<file path="src/rtl/mc_sequencer_pkg.sv">
// Shared types and constants for the multi-cycle MIPS control sequencer.
package mc_sequencer_pkg;

  localparam int unsigned STATE_LEN = 3;

  typedef enum logic [STATE_LEN-1:0] {
    StIf   = 3'd0,
    StId   = 3'd1,
    StEx   = 3'd2,
    StMem  = 3'd3,
    StWb   = 3'd4,
    StHalt = 3'd5,
    StErr  = 3'd6
  } state_e;

  localparam logic [5:0] OP_R_TYPE = 6'h00;
  localparam logic [5:0] OP_J      = 6'h02;
  localparam logic [5:0] OP_BEQ    = 6'h04;
  localparam logic [5:0] OP_ADDI   = 6'h08;
  localparam logic [5:0] OP_ORI    = 6'h0D;
  localparam logic [5:0] OP_LW     = 6'h23;
  localparam logic [5:0] OP_SW     = 6'h2B;

  localparam logic [1:0] PC_SRC_SEQ    = 2'd0;
  localparam logic [1:0] PC_SRC_BRANCH = 2'd1;
  localparam logic [1:0] PC_SRC_JUMP   = 2'd2;

  typedef struct packed {
    logic       pc_we;
    logic [1:0] pc_src;
    logic       ir_we;
    logic       rf_we;
    logic       mem_req;
    logic       mem_we;
    logic       mem_ifetch;
    logic       retire;
  } strobes_t;

  // Ops that write the register file straight from the ALU result.
  function automatic logic is_alu_op(logic [5:0] op);
    return (op == OP_R_TYPE) || (op == OP_ADDI) || (op == OP_ORI);
  endfunction

endpackage

</file>
<file path="src/rtl/mc_sequencer_if.sv">
// Control/status bundle between the sequencer (master) and the datapath (slave).
interface mc_sequencer_if;
  import mc_sequencer_pkg::*;

  logic [5:0]  opcode;
  logic        alu_zero;
  logic        mem_ready;
  logic        halt_req;
  state_e      state;
  logic        pc_we;
  logic [1:0]  pc_src;
  logic        ir_we;
  logic        rf_we;
  logic        mem_req;
  logic        mem_we;
  logic        mem_ifetch;
  logic        retire;
  logic [31:0] retired_cnt;
  logic        err;

  modport master (
    input  opcode, alu_zero, mem_ready, halt_req,
    output state, pc_we, pc_src, ir_we, rf_we, mem_req, mem_we, mem_ifetch, retire,
    output retired_cnt, err
  );

  modport slave (
    output opcode, alu_zero, mem_ready, halt_req,
    input  state, pc_we, pc_src, ir_we, rf_we, mem_req, mem_we, mem_ifetch, retire,
    input  retired_cnt, err
  );
endinterface

</file>
<file path="src/rtl/mc_seq_decode.sv">
// Combinational next-state and strobe decode for the control sequencer.
module mc_seq_decode
  import mc_sequencer_pkg::*;
(
  input  state_e     state,
  input  logic [5:0] opcode,
  input  logic       alu_zero,
  input  logic       mem_ready,
  input  logic       halt_req,
  input  logic       timeout,
  output state_e     next_state,
  output strobes_t   strobes
);

  // halt_req only matters once an instruction has fully completed.
  state_e boundary;
  assign boundary = halt_req ? StHalt : StIf;

  always_comb begin
    next_state = state;
    strobes    = '0;
    unique case (state)
      StIf: begin
        strobes.mem_req    = 1'b1;
        strobes.mem_ifetch = 1'b1;
        if (mem_ready) begin
          strobes.ir_we  = 1'b1;
          strobes.pc_we  = 1'b1;
          strobes.pc_src = PC_SRC_SEQ;
          next_state     = StId;
        end else if (timeout) begin
          next_state = StErr;
        end
      end
      StId: begin
        if (opcode == OP_J) begin
          strobes.pc_we  = 1'b1;
          strobes.pc_src = PC_SRC_JUMP;
          strobes.retire = 1'b1;
          next_state     = boundary;
        end else if (is_alu_op(opcode) || opcode == OP_LW || opcode == OP_SW ||
                     opcode == OP_BEQ) begin
          next_state = StEx;
        end else begin
          next_state = StErr;
        end
      end
      StEx: begin
        if (is_alu_op(opcode)) begin
          next_state = StWb;
        end else if (opcode == OP_LW || opcode == OP_SW) begin
          next_state = StMem;
        end else if (opcode == OP_BEQ) begin
          strobes.pc_we  = alu_zero;
          strobes.pc_src = PC_SRC_BRANCH;
          strobes.retire = 1'b1;
          next_state     = boundary;
        end else begin
          next_state = StErr;
        end
      end
      StMem: begin
        strobes.mem_req = 1'b1;
        strobes.mem_we  = (opcode == OP_SW);
        if (mem_ready) begin
          if (opcode == OP_LW) begin
            next_state = StWb;
          end else if (opcode == OP_SW) begin
            strobes.retire = 1'b1;
            next_state     = boundary;
          end else begin
            next_state = StErr;
          end
        end else if (timeout) begin
          next_state = StErr;
        end
      end
      StWb: begin
        strobes.rf_we  = 1'b1;
        strobes.retire = 1'b1;
        next_state     = boundary;
      end
      StHalt: next_state = halt_req ? StHalt : StIf;
      StErr:  next_state = StErr;
      default: next_state = StErr;
    endcase
  end

endmodule

</file>
<file path="src/rtl/mc_sequencer.sv">
// Multi-cycle MIPS control sequencer: state register, memory wait timeout and
// retired-instruction counter around the combinational decode.
module mc_sequencer
  import mc_sequencer_pkg::*;
#(
  parameter int unsigned MEM_TIMEOUT = 15,
  parameter int unsigned CNT_W       = 8
) (
  input  logic             clk,
  input  logic             rst_n,
  mc_sequencer_if.master   bus
);

  state_e           state_q, state_d;
  logic [CNT_W-1:0] wait_cnt_q, wait_cnt_d;
  logic [31:0]      retired_cnt_q;
  logic             in_wait;
  logic             timeout;
  strobes_t         dec_strobes;
  strobes_t         strobes;

  assign in_wait = (state_q == StIf) || (state_q == StMem);
  // Fires on the cycle that would be the MEM_TIMEOUT-th consecutive stall.
  assign timeout = in_wait && !bus.mem_ready &&
                   (wait_cnt_q == CNT_W'(MEM_TIMEOUT - 1));

  mc_seq_decode u_decode (
    .state      (state_q),
    .opcode     (bus.opcode),
    .alu_zero   (bus.alu_zero),
    .mem_ready  (bus.mem_ready),
    .halt_req   (bus.halt_req),
    .timeout    (timeout),
    .next_state (state_d),
    .strobes    (dec_strobes)
  );

  // Reset is asynchronous, so strobes must drop in the same cycle it asserts.
  always_comb begin
    strobes = dec_strobes;
    if (!rst_n) begin
      strobes.pc_we   = 1'b0;
      strobes.ir_we   = 1'b0;
      strobes.rf_we   = 1'b0;
      strobes.mem_req = 1'b0;
      strobes.mem_we  = 1'b0;
      strobes.retire  = 1'b0;
    end
  end

  always_comb begin
    wait_cnt_d = wait_cnt_q + 1'b1;
    if (!in_wait || bus.mem_ready || (state_d != state_q)) begin
      wait_cnt_d = '0;
    end
  end

  always_ff @(posedge clk or negedge rst_n) begin
    if (!rst_n) begin
      state_q       <= StIf;
      wait_cnt_q    <= '0;
      retired_cnt_q <= '0;
    end else begin
      state_q    <= state_d;
      wait_cnt_q <= wait_cnt_d;
      if (strobes.retire) begin
        retired_cnt_q <= retired_cnt_q + 32'd1;
      end
    end
  end

  assign bus.state       = state_q;
  assign bus.pc_we       = strobes.pc_we;
  assign bus.pc_src      = strobes.pc_src;
  assign bus.ir_we       = strobes.ir_we;
  assign bus.rf_we       = strobes.rf_we;
  assign bus.mem_req     = strobes.mem_req;
  assign bus.mem_we      = strobes.mem_we;
  assign bus.mem_ifetch  = strobes.mem_ifetch;
  assign bus.retire      = strobes.retire;
  assign bus.retired_cnt = retired_cnt_q;
  assign bus.err         = (state_q == StErr);

endmodule
</file>
<file path="src/flat_wrapper.sv">
// flat-port wrapper written by rule: the top's interface ports become plain ports
module mc_sequencer_flat import mc_sequencer_pkg::*;
#(
  parameter int unsigned MEM_TIMEOUT = 15,
  parameter int unsigned CNT_W       = 8
)
  (clk, rst_n, bus_opcode, bus_alu_zero, bus_mem_ready, bus_halt_req, bus_state, bus_pc_we, bus_pc_src, bus_ir_we, bus_rf_we, bus_mem_req, bus_mem_we, bus_mem_ifetch, bus_retire, bus_retired_cnt, bus_err);
  mc_sequencer_if bus_i ();
  input  logic clk;
  input  logic rst_n;
  input wire logic [$bits(bus_i.opcode)-1:0] bus_opcode;
  input wire logic [$bits(bus_i.alu_zero)-1:0] bus_alu_zero;
  input wire logic [$bits(bus_i.mem_ready)-1:0] bus_mem_ready;
  input wire logic [$bits(bus_i.halt_req)-1:0] bus_halt_req;
  output wire logic [$bits(bus_i.state)-1:0] bus_state;
  output wire logic [$bits(bus_i.pc_we)-1:0] bus_pc_we;
  output wire logic [$bits(bus_i.pc_src)-1:0] bus_pc_src;
  output wire logic [$bits(bus_i.ir_we)-1:0] bus_ir_we;
  output wire logic [$bits(bus_i.rf_we)-1:0] bus_rf_we;
  output wire logic [$bits(bus_i.mem_req)-1:0] bus_mem_req;
  output wire logic [$bits(bus_i.mem_we)-1:0] bus_mem_we;
  output wire logic [$bits(bus_i.mem_ifetch)-1:0] bus_mem_ifetch;
  output wire logic [$bits(bus_i.retire)-1:0] bus_retire;
  output wire logic [$bits(bus_i.retired_cnt)-1:0] bus_retired_cnt;
  output wire logic [$bits(bus_i.err)-1:0] bus_err;
  assign bus_i.opcode = bus_opcode;
  assign bus_i.alu_zero = bus_alu_zero;
  assign bus_i.mem_ready = bus_mem_ready;
  assign bus_i.halt_req = bus_halt_req;
  assign bus_state = bus_i.state;
  assign bus_pc_we = bus_i.pc_we;
  assign bus_pc_src = bus_i.pc_src;
  assign bus_ir_we = bus_i.ir_we;
  assign bus_rf_we = bus_i.rf_we;
  assign bus_mem_req = bus_i.mem_req;
  assign bus_mem_we = bus_i.mem_we;
  assign bus_mem_ifetch = bus_i.mem_ifetch;
  assign bus_retire = bus_i.retire;
  assign bus_retired_cnt = bus_i.retired_cnt;
  assign bus_err = bus_i.err;
  mc_sequencer #(.MEM_TIMEOUT(MEM_TIMEOUT), .CNT_W(CNT_W)) u_core (.clk(clk), .rst_n(rst_n), .bus(bus_i));
endmodule
</file>
<file path="config.mk">
export PLATFORM = sky130hd
export DESIGN_NAME = mc_sequencer_flat
export DESIGN_NICKNAME = d
export VERILOG_FILES = /design/src/rtl/mc_sequencer_pkg.sv /design/src/rtl/mc_sequencer_if.sv /design/src/rtl/mc_seq_decode.sv /design/src/rtl/mc_sequencer.sv /design/src/flat_wrapper.sv
export SDC_FILE = /design/constraint.sdc
export NUM_CORES = 1
export LEC_CHECK = 0
export ABC_CLOCK_PERIOD_IN_PS = 6500
export CAP_MARGIN = 20
export CORE_AREA = 2 2 70 72
export CTS_CLUSTER_DIAMETER = 30
export CTS_CLUSTER_SIZE = 28
export DETAILED_ROUTE_END_ITERATION = 8
export DIE_AREA = 0 0 72 74
export GPL_ROUTABILITY_DRIVEN = 0
export PLACE_DENSITY = 0.91
export SLEW_MARGIN = 15
export SYNTH_ARGS = -nofsm -noshare
export SYNTH_HDL_FRONTEND = slang
export SYNTH_HIERARCHICAL = 1
export SYNTH_SLANG_ARGS = --single-unit
</file>
<file path="constraint.sdc">
create_clock -name clk -period 6.5 [get_ports clk]
set_input_delay 1.3 -clock clk [delete_from_list [all_inputs] [get_ports clk]]
set_output_delay 1.3 -clock clk [all_outputs]
set_load 0.01 [all_outputs]
</file>
# Yosys cells after proc, flatten, opt, wreduce, memory -nomap -nowiden
# Cells that the tools add are included.
dict set report totals {
  register_bits 43
}
dict set report op_classes {
  n_addsub 2
  n_eq_ne 14
  muxes 35
  n_reduce_logical 17
}
# operator count
set op_table {}
lappend op_table {{2-to-1 mux 3 bit} 15}
lappend op_table {{adder 32 x 1 -> 32 bit (second input constant)} 1}
lappend op_table {{one-hot mux 3 bit (5 select lines)} 1}
lappend op_table {{2-to-1 mux 1 bit} 14}
lappend op_table {{== test 6 x 4 -> 1 bit (second input constant)} 2}
lappend op_table {{== test 6 bit (second input constant)} 2}
lappend op_table {{== test 3 bit (second input constant)} 3}
lappend op_table {{logical OR 1 bit} 9}
lappend op_table {{one-hot mux 3 bit (3 select lines)} 1}
lappend op_table {{adder 8 x 1 -> 8 bit (second input constant)} 1}
lappend op_table {{== test 8 x 4 -> 1 bit (second input constant)} 1}
lappend op_table {{2-to-1 mux 4 bit} 2}
lappend op_table {{2-to-1 mux 8 bit} 1}
lappend op_table {{== test 3 x 2 -> 1 bit (second input constant)} 2}
lappend op_table {{== test 6 x 2 -> 1 bit (second input constant)} 1}
lappend op_table {{== test 6 x 3 -> 1 bit (second input constant)} 1}
lappend op_table {{logical NOT 6 bit} 1}
lappend op_table {{one-hot mux 1 bit (4 select lines)} 1}
lappend op_table {{OR reduction 2 bit} 2}
lappend op_table {{== test 3 x 1 -> 1 bit (second input constant)} 1}
lappend op_table {{logical NOT 3 bit} 1}
lappend op_table {{inequality test 3 bit} 1}
lappend op_table {{logical AND 1 bit} 2}
lappend op_table {{logical NOT 1 bit} 2}

# Depth between registers and ports, before layout
dict set report logic_depth {
  word_depth 12
  ltp_mapped 12
  mapped_depth_nobuf 11
}

# Modules after synthesis
# The synthesis kept the hierarchy.
# mod instances cells_per_inst area_each_um2 seq_area_each_um2
set by_module_without_submodules {}
lappend by_module_without_submodules {mc_sequencer 1 176 1970.6 1076.0}
lappend by_module_without_submodules {mc_seq_decode 1 59 375.4 0.0}

# Worst setup path after synthesis
# No wires, ideal clock.
dict set report synth_timing {
  path_type {input to output}
  from {input bus_opcode[2]}
  to {output bus_retire}
  arrival_time_ns 2.458
  required_ns 5.200
  path_slack_ns 2.742
  stages 5
  n_path_buf 0
  cell_sequence {and2b_2 and3_1 or4b_1 nand2_1 inv_1}
}
# item line_no
set synth_rtl {}
lappend synth_rtl {{start, declared} flat_wrapper.sv:11} ;# input wire logic [$bits(bus_i.opcode)-1:0] bus_opcode;
lappend synth_rtl {{end, declared} flat_wrapper.sv:23} ;# output wire logic [$bits(bus_i.retire)-1:0] bus_retire;

==> reports/metrics.yaml <==
outcome: "finished clean"
path_cells: "clkdlybuf4s50_1, and4b_4, and3_4, nand2_1, or4b_1, nand2_1, inv_1, clkdlybuf4s50_1"
grt_pass1_vias: 1951
drt_iter0_drc: 149
timing.critical_path.buf_inv: 3
syn_area_per_cell_um2: 9.983
viasPerCell: 5.848
worstMarginPinSlew_ns: 0.8404
synthCells: 235
fin_crit_ns: 4.967
clkTransAtPathRegs_ns: 0.08
synth.top_cell.area_share_pct: 45.87
p_leak_uw: 0.001285
power_uw: 500.4
grt_max_degree: 30
cts_made_buffers: 5
grt_first_pass_wirelength_um: 8790
hold_viol: 0
start_util_pct: 51.02
ant_nets: 0
routed-via-count: 2035
tns_ns: 0
finalMaxSlewViolations: 0
critPathCaptureType: "output pin"
hp-class: "flip-flop to flip-flop"
holdBufCountCts: 0
crit_fanout: 8
crit_slowest_cell: "clkdlybuf4s50_1"
row_count: 25
synthToLayoutAreaGrowth_pct: 30.13
placedCellCount: 340
finalCritPeriodShare_pct: 76.41
cp_slowest_stage_delay_ns: 0.59
drc: 0
fin_nets: 307
io_buffers: 55
yosys-top-cells-area: "dfrtp_1 (46%), xnor2_1 (9.0%), xor2_1 (6.3%)"
cts_root_buffer: "clkbuf_8"
fillers: 371
cts_setup_buffers: 0
io-pin-count: 56
synth_commonest_cells: "dfrtp_1 (43), xnor2_1 (24), nand2_1 (18), nand4_1 (18)"
die_h_um: 74
ys_ff_latch: 43
place_hpwl_um: 3846
critPathLaunchType: "primary input"
fmax_ghz: 0.2013
yosys.area.top_type: "dfrtp_1"
ctsResizeCount: 0
crit_family: "simple AND/OR/NAND/NOR gates"
cts_buffer_depth: 2
die-area_um2: 5328
firstDrtPassIters: 4
dieWidth_um: 72
yosysWarnings: 6
drv_cap: 0
ys_seq_area_share_pct: 45.87
wl_per_cell_um: 15.35
worst_ep_required_time_ns: 5.20
fin_skew_ns: 0.008712
synthArstFlopShare_pct: 100.0
final-setup-viol-count: 0
stdcell_count: 348
synth_flop_cell: "dfrtp_1"
htreeDepth: 2
synth_fp_nets: 249
overflow: 0
rsz0062_at_grt: "no"
antenna_cells: 0
synth.most_common_cell: "dfrtp_1"
relSlewSlack_pct: 43.45
synth_edf_count: 0
clock-sinks: 43
critPathArrivalTime_ns: 3.67
critPathKind: "primary input to output pin"
clock_latency_ns: 0.30
synthesis.area_um2: 2346
max-vdd-ir-drop_v: 0.00008017
track_usage_pct: 21.05
routed_wirelength_um: 5342
drive_gt1_share_pct: 6.803
synth_cell_type_count: 43
power_density_nw_per_um2: 163.9
antenna_found_initial: 0
cts_tree: "built"
core_area_um2: 4598
==> path summary, 6_finish.rpt <==
| check | to | slack, ns | cells past startpoint | from |
|---|---|---|---|---|
| max | bus_retire | 1.53 | 8 | bus_opcode[2] |
| min | u_core/bus.retired_cnt[31] | 0.47 | 1 | u_core/bus.retired_cnt[31] |
| max reg2reg | u_core/wait_cnt_q[4] | 3.34 | 10 | u_core/bus.state[1] |
| min reg2reg | u_core/bus.retired_cnt[31] | 0.47 | 1 | u_core/bus.retired_cnt[31] |
| max in group asynchronous | u_core/wait_cnt_q[1] | 4.82 | 2 | rst_n |
| min in group asynchronous | u_core/bus.retired_cnt[12] | 0.94 | 1 | rst_n |
==> cell usage in the layout, fill, tap and decap left out, types with 2 or more instances in the layout <==
cell and instances:
clkdlybuf4s50_1 54, dfrtp_1 43, xnor2_1 24, nand4_1 18
nand2_1 18, xor2_1 17, nor2_1 17, nand3_1 13
and2_1 11, nor4_1 8, clkbuf_8 6, nor3_1 6
and3_1 5, inv_1 5, and4_1 5, a21oi_1 4
ha_1 3, or3_1 2, nor3b_1 2, or3b_2 2
a31oi_1 2, o21ai_0 2, a2bb2oi_1 2, nor2b_1 2
==> cells by family after synthesis <==
logic type      after synthesis  synth area share [%]
buf+inv                      10                 2.133
simple gates                120                 29.60
xor+xnor                     41                 15.31
fa+ha+maj                     3                 1.600
mux                           1                0.4800
flops                        43                 45.87
compound gates               17                 5.014
==> where the power goes <==
| part | total, uW | internal, uW | switching (uW) |
|---|---|---|---|
| Clock | 213 | 124 | 88.9 |
| Combinational | 19.7 | 7.81 | 11.9 |
| Sequential | 267 | 267 | 0.106 |
| Total | 500 | 399 | 101 |
==> metal layers <==
layer / GRT usage, % / part of all wire (%) / vias to the layer above
met5: 0 / 0 / -
met4: 8.386 / 2.5 / 0
met1: 24.74 / 41 / 980
met2: 38.48 / 52 / 76
li1: - / - / 964
met3: 3.659 / 4.5 / 15
==> stage by stage <==
stage               util, %  instance area (um^2)  worst slack, ns  hold WS (ns)
floorplan                 -                  2346            2.742        0.4622
global placement      63.84                  2935            1.640        0.4614
detailed placement    63.84                  2935            1.554        0.4666
CTS                   66.39                  3053            1.537        0.4775
global route          66.39                  3053            1.404        0.4892
finish                66.39                  3053            1.533        0.4716
==> layout make-up <==
type | count | area (um^2) | share of cell area, %
Timing Repair Buffer | 56 | 553.0 | 18.11
Inverter | 5 | 18.77 | 0.6148
Sequential cell | 43 | 1076 | 35.25
Clock buffer | 6 | 82.58 | 2.705
Tap cell | 54 | 67.56 | 2.213
Clock inverter | 2 | 35.03 | 1.148
Multi-Input combinational cell | 182 | 1220 | 39.96
==> flip-flops by register name, summed over array words and instances, names as in the netlist <==
signal                  cells
u_core/bus.retired_cnt     32
u_core/bus.state            3
u_core/wait_cnt_q           8
==> worst reg2reg max path, delay by kind of cell, from the launching register on <==
kind / cells / cell delay (ns)
and+or+nand+nor: 5 / 1.73
DFF: 1 / 0.57
AOI/OAI and AO/OA: 3 / 0.46
xor gates and xnor gates: 2 / 0.34
Note: power is estimated with default switching activity, not from simulation.
==> edit: new RTL, same flow settings <==
`CNT_W` is set to 8 in 2 places; all go to 10.
--- a/src/rtl/mc_sequencer.sv
+++ b/src/rtl/mc_sequencer.sv
@@ -5,5 +5,5 @@
 #(
   parameter int unsigned MEM_TIMEOUT = 15,
-  parameter int unsigned CNT_W       = 8
+  parameter int unsigned CNT_W       = 10
 ) (
   input  logic             clk,
--- a/src/flat_wrapper.sv
+++ b/src/flat_wrapper.sv
@@ -3,5 +3,5 @@
 #(
   parameter int unsigned MEM_TIMEOUT = 15,
-  parameter int unsigned CNT_W       = 8
+  parameter int unsigned CNT_W       = 10
 )
   (clk, rst_n, bus_opcode, bus_alu_zero, bus_mem_ready, bus_halt_req, bus_state, bus_pc_we, bus_pc_src, bus_ir_we, bus_rf_we, bus_mem_req, bus_mem_we, bus_mem_ifetch, bus_retire, bus_retired_cnt, bus_err);
Formal check against the unedited RTL: same outputs for any inputs over 10 cycles, from zero or initial values and one cycle with rst_n low; that may be too few to reach the edited logic, so the function may still have changed.
==> edit against the original RTL <==
- count of clock-buffer cells in the layout decreased by 1
- sequential share of layout area is 0.40 points higher
- final area rose by 3.5%
- maximum frequency rose by 1.7%
- wire length is 1.9% higher
- die area is the same
- via count is 4.1% higher
- setup slack better by 83 ps
- synthesized area grew 6.0%
- critical path depth down 1
- clock power fell by 20%
- synthesized cell count rose by 7.2%
- sequential cell count up 2
- power is 5.9% lower
- critical endpoint unchanged
==> edit: results (changes against the original RTL) <==
* Outcome: finished clean (unchanged)
* Post-synthesis sequential area ratio at 45.27% (was 45.87%)
* Resize count post-CTS at 0 (unchanged)
* Post-synth top cells: 45 x dfrtp_1, 31 x xnor2_1, 25 x nand4_1 (was 43 x dfrtp_1, 24 x xnor2_1, 18 x nand2_1, 18 x nand4_1)
* Comb_multi_in at 193 (was 182)
* Placed Area at 3067 um^2 (was 2935 um^2)
* Hold Path Class: reg2reg (unchanged)
* Area of the multi-input gates at 1300 um^2 (was 1220 um^2)
* Vias post-DR at 2,119 (was 2,035)
* R2R setup slack at 2880 ps (was 3340 ps)
* 1st-pass router iterations at 4 (unchanged)
* Clock network area share at 2.851% (was 3.852%)
* LEAKAGE at 1.256 nW (was 1.285 nW)
* Unique masters post-synth at 45 (was 43)
* Initial antenna violation count at 0 (unchanged)
* Crit path DAT at 3580 ps (was 3670 ps)
* Dpl cells at 354 (was 340)
* First-pass GRT wire length at 9.066 mm (was 8.790 mm)
* Register Area at 1126 um^2 (was 1076 um^2)
* Drt total wl at 5.445 mm (was 5.342 mm)
* DRT iter0 DRCs at 129 (was 149)
* Cell Count, Final, Fillers Out at 362 (was 348)
* Nonclk inv count at 6 (was 5)
* Fillers at 345 (was 371)
* Clock buffers at 5 (was 6)
* Buffering overhead at 17.50% (was 18.11%)
* Max FO, Critical Path at 8 (unchanged)
* H-tree levels at 2 (unchanged)
* Layout cells sized above 1 at 7.143% (was 6.803%)
* Cell family with most CP delay: simple AND/OR/NAND/NOR gates (unchanged)
* Reg2reg path depth at 11 (was 10)
* Post-CTS Setup Bufs at 0 (unchanged)
* Int Pwr at 0.0003636 W (was 0.0003994 W)
* Port Buffers at 55 (unchanged)
* Sink Count at 45 (was 43)
* Register share of the cell area at 35.64% (was 35.25%)
* Fin util at 68.71% (was 66.39%)
* Largest register FFs at 32 (unchanged)
* Sequential power at 0.000280 W (was 0.000267 W)
* Setup Skew at 9.820 ps (was 8.712 ps)
* Switching power at 0.0001073 W (was 0.0001010 W)
* Vias in the first global route at 2,016 (was 1,951)
* Detailed placer's ending HPWL at 3.899 mm (was 3.846 mm)
* Worst vdd ir at 0.1132 mV (was 0.08017 mV)
* Skew-Pair Late Insertion Delay at 300 ps (about the same)
* Reg2reg end: u_core/wait_cnt_q[9] (was u_core/wait_cnt_q[4])
* Min Hold Slack at 472.6 ps (was 471.6 ps)
* Post-synth net total at 266 (was 249)
* Synth area leaders: dfrtp_1 45%, xnor2_1 11%, nand4_1 6.3%, xor2_1 4.6%, nor2_1 3.0% (was dfrtp_1 46%, xnor2_1 9.0%, xor2_1 6.3%, nand4_1 4.8%, and2_1 2.9%)
* Slew margin rel. at 50.76% (was 43.45%)
* Largest net degree at the start of global routing at 28 (was 30)
* CTS root buf: clkbuf_8 (unchanged)
* Nets at 321 (was 307)
* Max Clk Rate at 204.8 MHz (was 201.3 MHz)
* Global Route Usage Sum at 21.54% (was 21.05%)
* Worst slack, placed at 1636 ps (was 1554 ps)
* Post-Synthesis Cells at 252 (was 235)
* Hold Crit Depth at 1 (unchanged)
-- edit: cell types whose count changed after synthesis, moves of 2 or more --
cell      before  now
nor3_2         0    3
dfrtp_1       43   45
and3_1         5    8
nand4_1       18   25
nand4b_1       1    3
nor2_1        17   20
and2_1        11    9
xor2_1        17   13
xnor2_1       24   31
and4_1         5    3
clkbuf_1       0    4
nor4_1         8    2
-- edit: metal layers --
layer | track usage, % | vias up | wire (um)
li1 | - | 1013 | -
met1 | 28.17 | 1009 | 2362
met2 | 36.42 | 86 | 2669
met3 | 3.659 | 11 | 297
met4 | 7.966 | 0 | 114
met5 | 0 | - | 0
-- edit: kinds of logic (layout without fill, tap and decap cells) --
kind of cell | after synthesis | count (layout) | share of synthesized area (%)
xor+xnor | 44 | 44 | 15.49
simple gates | 128 | 128 | 29.98
buf+inv | 14 | 70 | 2.565
mux | 1 | 1 | 0.4527
fa+ha+maj | 3 | 3 | 1.509
compound gates | 17 | 17 | 4.729
flops | 45 | 45 | 45.27
